### src/rtl/riscv_pkg.sv
// riscv_pkg: shared opcode, state and control encodings for the multicycle control unit
package riscv_pkg;
  localparam logic [6:0] OP_LW  = 7'b0000011;
  localparam logic [6:0] OP_SW  = 7'b0100011;
  localparam logic [6:0] OP_R   = 7'b0110011;
  localparam logic [6:0] OP_I   = 7'b0010011;
  localparam logic [6:0] OP_BEQ = 7'b1100011;
  localparam logic [6:0] OP_JAL = 7'b1101111;
  typedef enum logic [3:0] {
    S_FETCH, S_DECODE, S_MEMADR, S_MEMREAD, S_MEMWB, S_MEMWRITE,
    S_EXECUTER, S_EXECUTEI, S_ALUWB, S_BEQ, S_JAL
  } state_t;
  localparam logic [2:0] ALU_ADD = 3'b000;
  localparam logic [2:0] ALU_SUB = 3'b001;
  localparam logic [2:0] ALU_AND = 3'b010;
  localparam logic [2:0] ALU_OR  = 3'b011;
  localparam logic [2:0] ALU_SLT = 3'b101;
  localparam logic [1:0] ALUOP_ADD  = 2'b00;
  localparam logic [1:0] ALUOP_SUB  = 2'b01;
  localparam logic [1:0] ALUOP_FUNC = 2'b10;
  localparam logic [1:0] IMM_I = 2'b00;
  localparam logic [1:0] IMM_S = 2'b01;
  localparam logic [1:0] IMM_B = 2'b10;
  localparam logic [1:0] IMM_J = 2'b11;
  localparam logic [1:0] RES_ALUOUT = 2'b00;
  localparam logic [1:0] RES_MEM    = 2'b01;
  localparam logic [1:0] RES_ALU    = 2'b10;
  localparam logic [1:0] SRCA_PC    = 2'b00;
  localparam logic [1:0] SRCA_OLDPC = 2'b01;
  localparam logic [1:0] SRCA_RS1   = 2'b10;
  localparam logic [1:0] SRCB_RS2  = 2'b00;
  localparam logic [1:0] SRCB_IMM  = 2'b01;
  localparam logic [1:0] SRCB_FOUR = 2'b10;
  function automatic logic [1:0] imm_decode(input logic [6:0] op);
    return op == OP_SW ? IMM_S : op == OP_BEQ ? IMM_B : op == OP_JAL ? IMM_J : IMM_I;
  endfunction
endpackage

### src/rtl/control_fsm_if.sv
// control_fsm_if: instruction fields and flags in, datapath controls out
interface control_fsm_if;
  logic [6:0] op;
  logic [2:0] funct3;
  logic       funct7b5;
  logic       zero;
  logic       pc_write;
  logic       adr_src;
  logic       mem_write;
  logic       ir_write;
  logic       we_rf;
  logic [1:0] result_src;
  logic [1:0] alu_src_a;
  logic [1:0] alu_src_b;
  logic [1:0] imm_src;
  logic [2:0] alu_control;
  logic [3:0] state;
  modport master (
    input  op, funct3, funct7b5, zero,
    output pc_write, adr_src, mem_write, ir_write, we_rf, result_src,
           alu_src_a, alu_src_b, imm_src, alu_control, state
  );
  modport slave (
    output op, funct3, funct7b5, zero,
    input  pc_write, adr_src, mem_write, ir_write, we_rf, result_src,
           alu_src_a, alu_src_b, imm_src, alu_control, state
  );
endinterface

### src/rtl/control_fsm_alu_decoder.sv
// alu_decoder: maps alu_op and instruction function fields to an ALU control code
module alu_decoder
  import riscv_pkg::*;
(
  input  logic [1:0] alu_op,
  input  logic [2:0] funct3,
  input  logic       op5,
  input  logic       funct7b5,
  output logic [2:0] alu_control
);
  always_comb begin
    alu_control = alu_op == ALUOP_ADD ? ALU_ADD :
                  alu_op == ALUOP_SUB ? ALU_SUB :
                  funct3 == 3'b000    ? ((op5 && funct7b5) ? ALU_SUB : ALU_ADD) :
                  funct3 == 3'b010    ? ALU_SLT :
                  funct3 == 3'b110    ? ALU_OR  :
                  funct3 == 3'b111    ? ALU_AND : ALU_ADD;
  end
endmodule

### src/rtl/control_fsm.sv
// control_fsm: multicycle RISC-V Moore control FSM with ALU and immediate decode
module control_fsm
  import riscv_pkg::*;
(
  input logic clk,
  input logic rst_n,
  control_fsm_if.master bus
);
  state_t     state_q, state_d;
  logic       pc_update, branch, adr_src, mem_write, ir_write, we_rf;
  logic [1:0] alu_op, result_src, alu_src_a, alu_src_b;
  logic [2:0] alu_control;
  always_comb begin
    state_d = S_FETCH;
    case (state_q)
      S_FETCH:    state_d = S_DECODE;
      S_DECODE:   state_d = (bus.op == OP_LW || bus.op == OP_SW) ? S_MEMADR :
                            bus.op == OP_R   ? S_EXECUTER :
                            bus.op == OP_I   ? S_EXECUTEI :
                            bus.op == OP_BEQ ? S_BEQ :
                            bus.op == OP_JAL ? S_JAL : S_FETCH;
      S_MEMADR:   state_d = bus.op == OP_LW ? S_MEMREAD : S_MEMWRITE;
      S_MEMREAD:  state_d = S_MEMWB;
      S_EXECUTER,
      S_EXECUTEI,
      S_JAL:      state_d = S_ALUWB;
      default:    state_d = S_FETCH;
    endcase
  end
  always_ff @(posedge clk or negedge rst_n)
    if (!rst_n) state_q <= S_FETCH;
    else        state_q <= state_d;
  always_comb begin
    pc_update  = 1'b0;
    branch     = 1'b0;
    adr_src    = 1'b0;
    mem_write  = 1'b0;
    ir_write   = 1'b0;
    we_rf      = 1'b0;
    alu_op     = ALUOP_ADD;
    result_src = RES_ALUOUT;
    alu_src_a  = SRCA_PC;
    alu_src_b  = SRCB_RS2;
    case (state_q)
      S_FETCH: begin
        ir_write   = 1'b1;
        pc_update  = 1'b1;
        alu_src_b  = SRCB_FOUR;
        result_src = RES_ALU;
      end
      S_DECODE: begin
        alu_src_a = SRCA_OLDPC;
        alu_src_b = SRCB_IMM;
      end
      S_MEMADR: begin
        alu_src_a = SRCA_RS1;
        alu_src_b = SRCB_IMM;
      end
      S_MEMREAD:  adr_src = 1'b1;
      S_MEMWRITE: begin
        adr_src   = 1'b1;
        mem_write = 1'b1;
      end
      S_MEMWB: begin
        result_src = RES_MEM;
        we_rf      = 1'b1;
      end
      S_EXECUTER: begin
        alu_src_a = SRCA_RS1;
        alu_op    = ALUOP_FUNC;
      end
      S_EXECUTEI: begin
        alu_src_a = SRCA_RS1;
        alu_src_b = SRCB_IMM;
        alu_op    = ALUOP_FUNC;
      end
      S_ALUWB:    we_rf = 1'b1;
      S_BEQ: begin
        alu_src_a = SRCA_RS1;
        alu_op    = ALUOP_SUB;
        branch    = 1'b1;
      end
      S_JAL: begin
        alu_src_a = SRCA_OLDPC;
        alu_src_b = SRCB_FOUR;
        pc_update = 1'b1;
      end
      default: ;
    endcase
  end
  alu_decoder u_alu_decoder (
    .alu_op      (alu_op),
    .funct3      (bus.funct3),
    .op5         (bus.op[5]),
    .funct7b5    (bus.funct7b5),
    .alu_control (alu_control)
  );
  // strobes are gated so nothing writes while reset is held
  assign bus.pc_write    = rst_n & (pc_update | (branch & bus.zero));
  assign bus.ir_write    = rst_n & ir_write;
  assign bus.we_rf       = rst_n & we_rf;
  assign bus.mem_write   = rst_n & mem_write;
  assign bus.adr_src     = adr_src;
  assign bus.result_src  = result_src;
  assign bus.alu_src_a   = alu_src_a;
  assign bus.alu_src_b   = alu_src_b;
  assign bus.alu_control = alu_control;
  assign bus.imm_src     = imm_decode(bus.op);
  assign bus.state       = state_q;
endmodule

### src/flat_wrapper.sv
// flat-port wrapper written by rule: the top's interface ports become plain ports
module control_fsm_flat import riscv_pkg::*;
  (clk, rst_n, bus_op, bus_funct3, bus_funct7b5, bus_zero, bus_pc_write, bus_adr_src, bus_mem_write, bus_ir_write, bus_we_rf, bus_result_src, bus_alu_src_a, bus_alu_src_b, bus_imm_src, bus_alu_control, bus_state);
  control_fsm_if bus_i ();
  input logic clk;
  input logic rst_n;
  input wire logic [$bits(bus_i.op)-1:0] bus_op;
  input wire logic [$bits(bus_i.funct3)-1:0] bus_funct3;
  input wire logic [$bits(bus_i.funct7b5)-1:0] bus_funct7b5;
  input wire logic [$bits(bus_i.zero)-1:0] bus_zero;
  output wire logic [$bits(bus_i.pc_write)-1:0] bus_pc_write;
  output wire logic [$bits(bus_i.adr_src)-1:0] bus_adr_src;
  output wire logic [$bits(bus_i.mem_write)-1:0] bus_mem_write;
  output wire logic [$bits(bus_i.ir_write)-1:0] bus_ir_write;
  output wire logic [$bits(bus_i.we_rf)-1:0] bus_we_rf;
  output wire logic [$bits(bus_i.result_src)-1:0] bus_result_src;
  output wire logic [$bits(bus_i.alu_src_a)-1:0] bus_alu_src_a;
  output wire logic [$bits(bus_i.alu_src_b)-1:0] bus_alu_src_b;
  output wire logic [$bits(bus_i.imm_src)-1:0] bus_imm_src;
  output wire logic [$bits(bus_i.alu_control)-1:0] bus_alu_control;
  output wire logic [$bits(bus_i.state)-1:0] bus_state;
  assign bus_i.op = bus_op;
  assign bus_i.funct3 = bus_funct3;
  assign bus_i.funct7b5 = bus_funct7b5;
  assign bus_i.zero = bus_zero;
  assign bus_pc_write = bus_i.pc_write;
  assign bus_adr_src = bus_i.adr_src;
  assign bus_mem_write = bus_i.mem_write;
  assign bus_ir_write = bus_i.ir_write;
  assign bus_we_rf = bus_i.we_rf;
  assign bus_result_src = bus_i.result_src;
  assign bus_alu_src_a = bus_i.alu_src_a;
  assign bus_alu_src_b = bus_i.alu_src_b;
  assign bus_imm_src = bus_i.imm_src;
  assign bus_alu_control = bus_i.alu_control;
  assign bus_state = bus_i.state;
  control_fsm u_core (.clk(clk), .rst_n(rst_n), .bus(bus_i));
endmodule
### config.mk
export PLATFORM = sky130hd
export DESIGN_NAME = control_fsm_flat
export DESIGN_NICKNAME = d
export VERILOG_FILES = /design/src/rtl/riscv_pkg.sv /design/src/rtl/control_fsm_if.sv /design/src/rtl/control_fsm_alu_decoder.sv /design/src/rtl/control_fsm.sv /design/src/flat_wrapper.sv
export SDC_FILE = /design/constraint.sdc
export NUM_CORES = 1
export LEC_CHECK = 0
export ABC_AREA = 1
export CAP_MARGIN = 25
export CORE_MARGIN = 3
export CORE_UTILIZATION = 34
export DETAILED_ROUTE_END_ITERATION = 10
export HOLD_SLACK_MARGIN = 0.03
export PLACE_DENSITY = 0.79
export SYNTH_ARGS = -nofsm -noshare
export SYNTH_HDL_FRONTEND = slang
export SYNTH_HIERARCHICAL = 1
export SYNTH_SLANG_ARGS = --single-unit
### constraint.sdc
create_clock -name clk -period 1.8 [get_ports clk]
set_clock_uncertainty 0.05 [all_clocks]
set_input_delay 0.36 -clock clk [delete_from_list [all_inputs] [get_ports clk]]
set_output_delay 0.36 -clock clk [all_outputs]
set_load 0.02 [all_outputs]
Word-level counts from Yosys, hierarchy flattened
Index checks and enable logic that the tools add are counted.
Widths: inputs -> output; s select.
- eq/ne operators: 20
- multiplexer cells: 27
- bitwise operators: 6
- reductions and logical operators: 13
- operator list (kind ; count):
    $mux 4 ; 5
    $pmux 4 s5 ; 1
    $eq 4x3->1 const B ; 4
    $pmux 2 s2 ; 4
    $mux 3 ; 5
    $eq 7x6->1 const B ; 2
    $eq 7x7->1 const B ; 2
    $eq 4x4->1 const B ; 3
    $mux 2 ; 5
    $reduce_or 2->1 ; 5
    $eq 4x2->1 const B ; 2
    $eq 7x2->1 const B ; 1
    $eq 7x5->1 const B ; 1
    $mux 1 ; 7
    $eq 3x3->1 const B ; 2
    $reduce_or 3->1 ; 2
    $and 1x1->1 ; 5
    $eq 4x1->1 const B ; 1
    $logic_not 4->1 ; 1
    $reduce_or 4->1 ; 1
    $eq 3x2->1 const B ; 1
    $logic_not 3->1 ; 1
    $eq 2x1->1 const B ; 1
    $logic_not 2->1 ; 1
    other kinds (3) ; 3
- bits in registers: 4
- input port bits: 14
- output and inout bits: 20
- word-level logic and storage cells: 67

Longest topological paths before layout
Gate-level depths: netlist (run 1).
- depth in word-level cells: 7
- depth in mapped cells: 7
- depth with buffers taken out: 7

Cells and area by module
Netlist (run 1), hierarchy kept.
- modules (own cells, without submodules) (module ; instances ; cells an instance ; area an instance (µm²) ; sequential area each (µm²)):
    control_fsm ; 1 ; 87 ; 459.2 ; 100.1
    alu_decoder ; 1 ; 13 ; 52.6 ; 0.0

Least setup slack after synthesis (run 1)
Ideal clock, no wire load.
- kind: reg-to-output
- start point: reg u_core.state_q[3], in the netlist u_core/bus.state[3]
- end point: out bus_alu_control[2]
- data arrival time: 1.429 ns
- required time: 1.390 ns
- setup slack: -0.039 ns
- stages on the path, launching flop included: 6
- path buffers: 0
- cells stage by stage: dfrtp_1 -> inv_1 -> nand2_1 -> nor2_2 -> nand2_1 -> nor3_1
- cells in the longest elaborated chain, start to end: 6
- elaborated cells between the ends (all ways): 9
- those cells by class: eq/ne: 4; mux: 3; reduce/logical: 2
- ends and longest elaborated chain (what ; line ; text):
    from (decl) ; control_fsm.sv:9 ; state_t state_q, state_d;
    from (signal assigned) ; control_fsm.sv:32 ; else state_q <= state_d;
    $eq 4x3->1 ; control_fsm.sv:44 ; case (state_q)
    $reduce_or 2->1 (no line) ; -- ;
    $pmux 2 s2 * ; control_fsm.sv:44 ;
    via u_core.alu_op[1] ; control_fsm.sv:11 ; logic [1:0] alu_op, result_src, alu_src_a, alu_src_b;
    $eq 2x1->1 ; control_fsm_alu_decoder.sv:13 ; alu_op == ALUOP_SUB ? ALU_SUB :
    $mux 3 ; control_fsm_alu_decoder.sv:13 ;
    $mux 3 * ; control_fsm_alu_decoder.sv:12 ; alu_control = alu_op == ALUOP_ADD ? ALU_ADD :
    to (decl) ; flat_wrapper.sv:20 ; output wire logic [$bits(bus_i.alu_control)-1:0] bus_alu_control;
The timed path passes the listed nets; every way through them passes the cells marked *.

Worst setup path in the final report (run 1)
- start point: reg u_core.state_q[3], in the netlist u_core/bus.state[3]
- end point: out bus_pc_write
- cells in the longest elaborated chain, start to end: 5
- elaborated cells between the ends (all ways): 9
- those cells by class: eq/ne: 2; mux: 2; bitwise: 3; reduce/logical: 2
- ends and longest elaborated chain (what ; line ; text):
    $eq 4x4->1 / $logic_not 4->1 (equally long branches) ; control_fsm.sv:44 ;
    $reduce_or 2->1 (no line) / $mux 1 (equally long branches) ; -- ;
    $mux 1 / $and 1x1->1 (equally long branches) ; control_fsm.sv:44, control_fsm.sv:99 ;
    $or 1x1->1 * ; control_fsm.sv:99 ; assign bus.pc_write = rst_n & (pc_update | (branch & bus.zero));
    $and 1x1->1 * ; control_fsm.sv:99 ;
    to (decl) ; flat_wrapper.sv:11 ; output wire logic [$bits(bus_i.pc_write)-1:0] bus_pc_write;
Mark *: on every way between the ends. The rest lies on a longest branch, timed or not.

==> results of run 1 <==
cell families after synthesis:
family	after synthesis
buffers and inverters	21
flip-flops	4
AO/OA/AOI/OAI	8
AND/OR/NAND/NOR	67
critical path, cell delays in order (launching register included):
cell and delay (ns):
dfrtp_1 0.36, inv_2 0.07, buf_6 0.11, nor2_4 0.16, nand2_4 0.08, nor2_2 0.09
nor2_1 0.04, nor2_1 0.09, buf_4 0.15
metrics by stage:
stage	hold WS [ns]	setup TNS, ns	instance area [um2]	power [mW]
final	0.346	-0.00763	1130	0.822
after global routing	0.334	-0.760	1130	0.886
after floorplan	0.0144	0	517	0.388
after CTS	0.337	-0.0487	1060	0.809
after detailed placement	0.593	-3.91	1050	0.718
after global placement	0.594	-3.49	1050	0.702
worst max-delay path by stage:
stage | from | slack (ns) | end
3_5_place_dp | bus_op[4] | -0.58 | bus_imm_src[0]
5_1_grt | u_core/bus.state[3] | -0.12 | bus_pc_write
6_report | u_core/bus.state[3] | -0.008 | bus_pc_write
3_3_place_gp | bus_op[5] | -0.47 | bus_imm_src[0]
2_1_floorplan | u_core/bus.state[1] | 0.10 | bus_pc_write
4_1_cts | bus_op[2] | -0.05 | bus_imm_src[0]
what timing repair did:
action | 4_1_cts | 5_1_grt
endpoints found under the setup margin | 17 | 15
resized for setup | 82 | 30
setup buffers | 1 | 2
pin swaps | 3 | 8
where the power goes:
part | switching [mW] | internal, mW | leakage (nW)
logic | 0.316 | 0.251 | 0.618
registers | 0.0283 | 0.107 | 0.0494
clock network | 0.0449 | 0.0751 | 0.0138
total | 0.389 | 0.433 | 0.681
routing by layer:
layer | up-vias | wire length (um) | share of wire, %
met5 | - | 0 | 0
met3 | 4 | 183 | 8.7
met4 | 0 | 33 | 1.6
met1 | 381 | 749 | 36
li1 | 425 | - | -
met2 | 40 | 1130 | 54
synthesized netlist by cell type:
library cell   n
nand2_1       30
inv_2          1
nor2_4         2
nor2_2         4
nand2_2        2
a21oi_1        6
o21ai_0        2
inv_1         20
dfrtp_1        4
nor3_1         1
nor2_1        20
nand3_1        8
cell type report:
cell class	count	area [um2]	area share, %
well taps	15	18.8	1.66
multi-input cells	75	412	36.4
inverters	21	78.8	6.98
repair buffers	60	494	43.7
clock buffers	3	22.5	1.99
flip-flops and latches	4	104	9.19
==> metrics, run 1 <==
initial antenna violation count=0; number of antenna diodes=0; global-route wire length before repair=3160 um; vias in the first global route=between 700 and 800; routed vias/inst=4.78; CTS H-tree depth=1; cts hold-fix bufs=0; pre-CTS setup slack=-0.577 ns; buffers added on ports=33; Max-Cap Viols=0; fin nets=approximately 180; Slew HR=a little under nine tenths; top-area cell type share of the netlist area=22.0%; DRT Pass-1 Iters=4; placed insts=172; final core utilization=between 80% and 90%; Synth Area in XOR/XNOR=0%; DRT iter0 DRCs=23; Longest Clk Path Bufs=2; routed length per placed instance=11.8 um; WS Path Type=reg2out; Cell variety after synth=12; CP startpoint kind=flop; CTS sink count=4; fin crit period=1.81 ns; total number of vias=850; compound-gate portion of the synthesized area=7.82%; synthesis-stage register bit count=4; largest family of logic cells by synthesized area=simple AND/OR/NAND/NOR gates; share of cells above drive strength 1=49.7%; CTS tree=done; gr busiest metal=met2; clock root cell=clkbuf_4; Worst VDD drop=0.596 mV; simple logic cell fraction of the synthesized area=57.2%; count of final setup violators=1; Non-Filler Instances=approximately 180; Final Hold Viols=0; r2r startpoint=u_core/bus.state[2]; hpwl dp=between 1500 and 2000 um; pin count of the biggest net entering global routing=8; critical path endpoint category=output pin; most common cell after layout, fill and taps aside=buf_4; fmax=553 MHz; Req. time, crit path=approximately 1.4 ns; fin worst setup slack=-0.00763 ns; GRT met2 Usage=41.5%; die area=2010 um2; GP Congestion=0.862; worst-margin pin slew=0.217 ns; chip height=44.8 um; P_leak=roughly 0.68 nW; area leader, netlist=nand2_1; clock-pin slew on the worst setup and hold paths=0.05 ns; post-synthesis mux area share=0%; worst hold path type=in2async; syn nets=roughly 110; Slew Limit Fails=0; DRC viols=0; Worst EP arrival=1.40 ns; R2R Setup Slk=0.62 ns; RSZ-0062 raised after global routing=true; Final ANT Viol Nets=0; PwrDens=728 nW/um2; row cnt=13; Largest register FFs=4; Total GRT Usage=between 20% and 30%; Initial Utilization=37.9%; top cells by area, synth=nand2_1 22%, dfrtp_1 20%, inv_1 15%, nor2_1 15%, nand3_1 7.8%; failing checks=negative setup slack; status=finished, violations left; grt met3 use=~6.0%; number of CTS-inserted buffers=3; reg2reg end=u_core/bus.state[0]; Clock Latency Late Sink=0.25 ns; Cell Area, Synth=512 um2; leading cell types in the layout, fill and taps excluded=35 x buf_4, 22 x nand2_1, 16 x inv_1; Filler cells=90; gr ovfl total=0; post-synthesis adder-cell area fraction=0%; Synth Instances=100; IO Pins=34; width of the chip=~45 um; Syn Area/Cell=5.12 um2; Ys Warns=6; path depth of the worst reg2reg path=6; sequential share of the synthesized area=19.6%; Area Overhead vs Synth=121%; period utilization=100%; final wirelength=2090 um; GR Util met1=21.1%; crit-path max FO=4; area of the core=roughly 1400 um2
Power figures use the tool's default switching activity.
==> inputs of run 2 (changes only) <==
--- a/config.mk
+++ b/config.mk
@@ -9,6 +9,7 @@
 export CAP_MARGIN = 25
 export CORE_MARGIN = 3
 export CORE_UTILIZATION = 34
+export CTS_CLUSTER_DIAMETER = 200
 export DETAILED_ROUTE_END_ITERATION = 10
 export HOLD_SLACK_MARGIN = 0.03
 export PLACE_DENSITY = 0.79
==> results of run 2 <==
No change in the layout: final DEF, timing and power equal those of run 1.
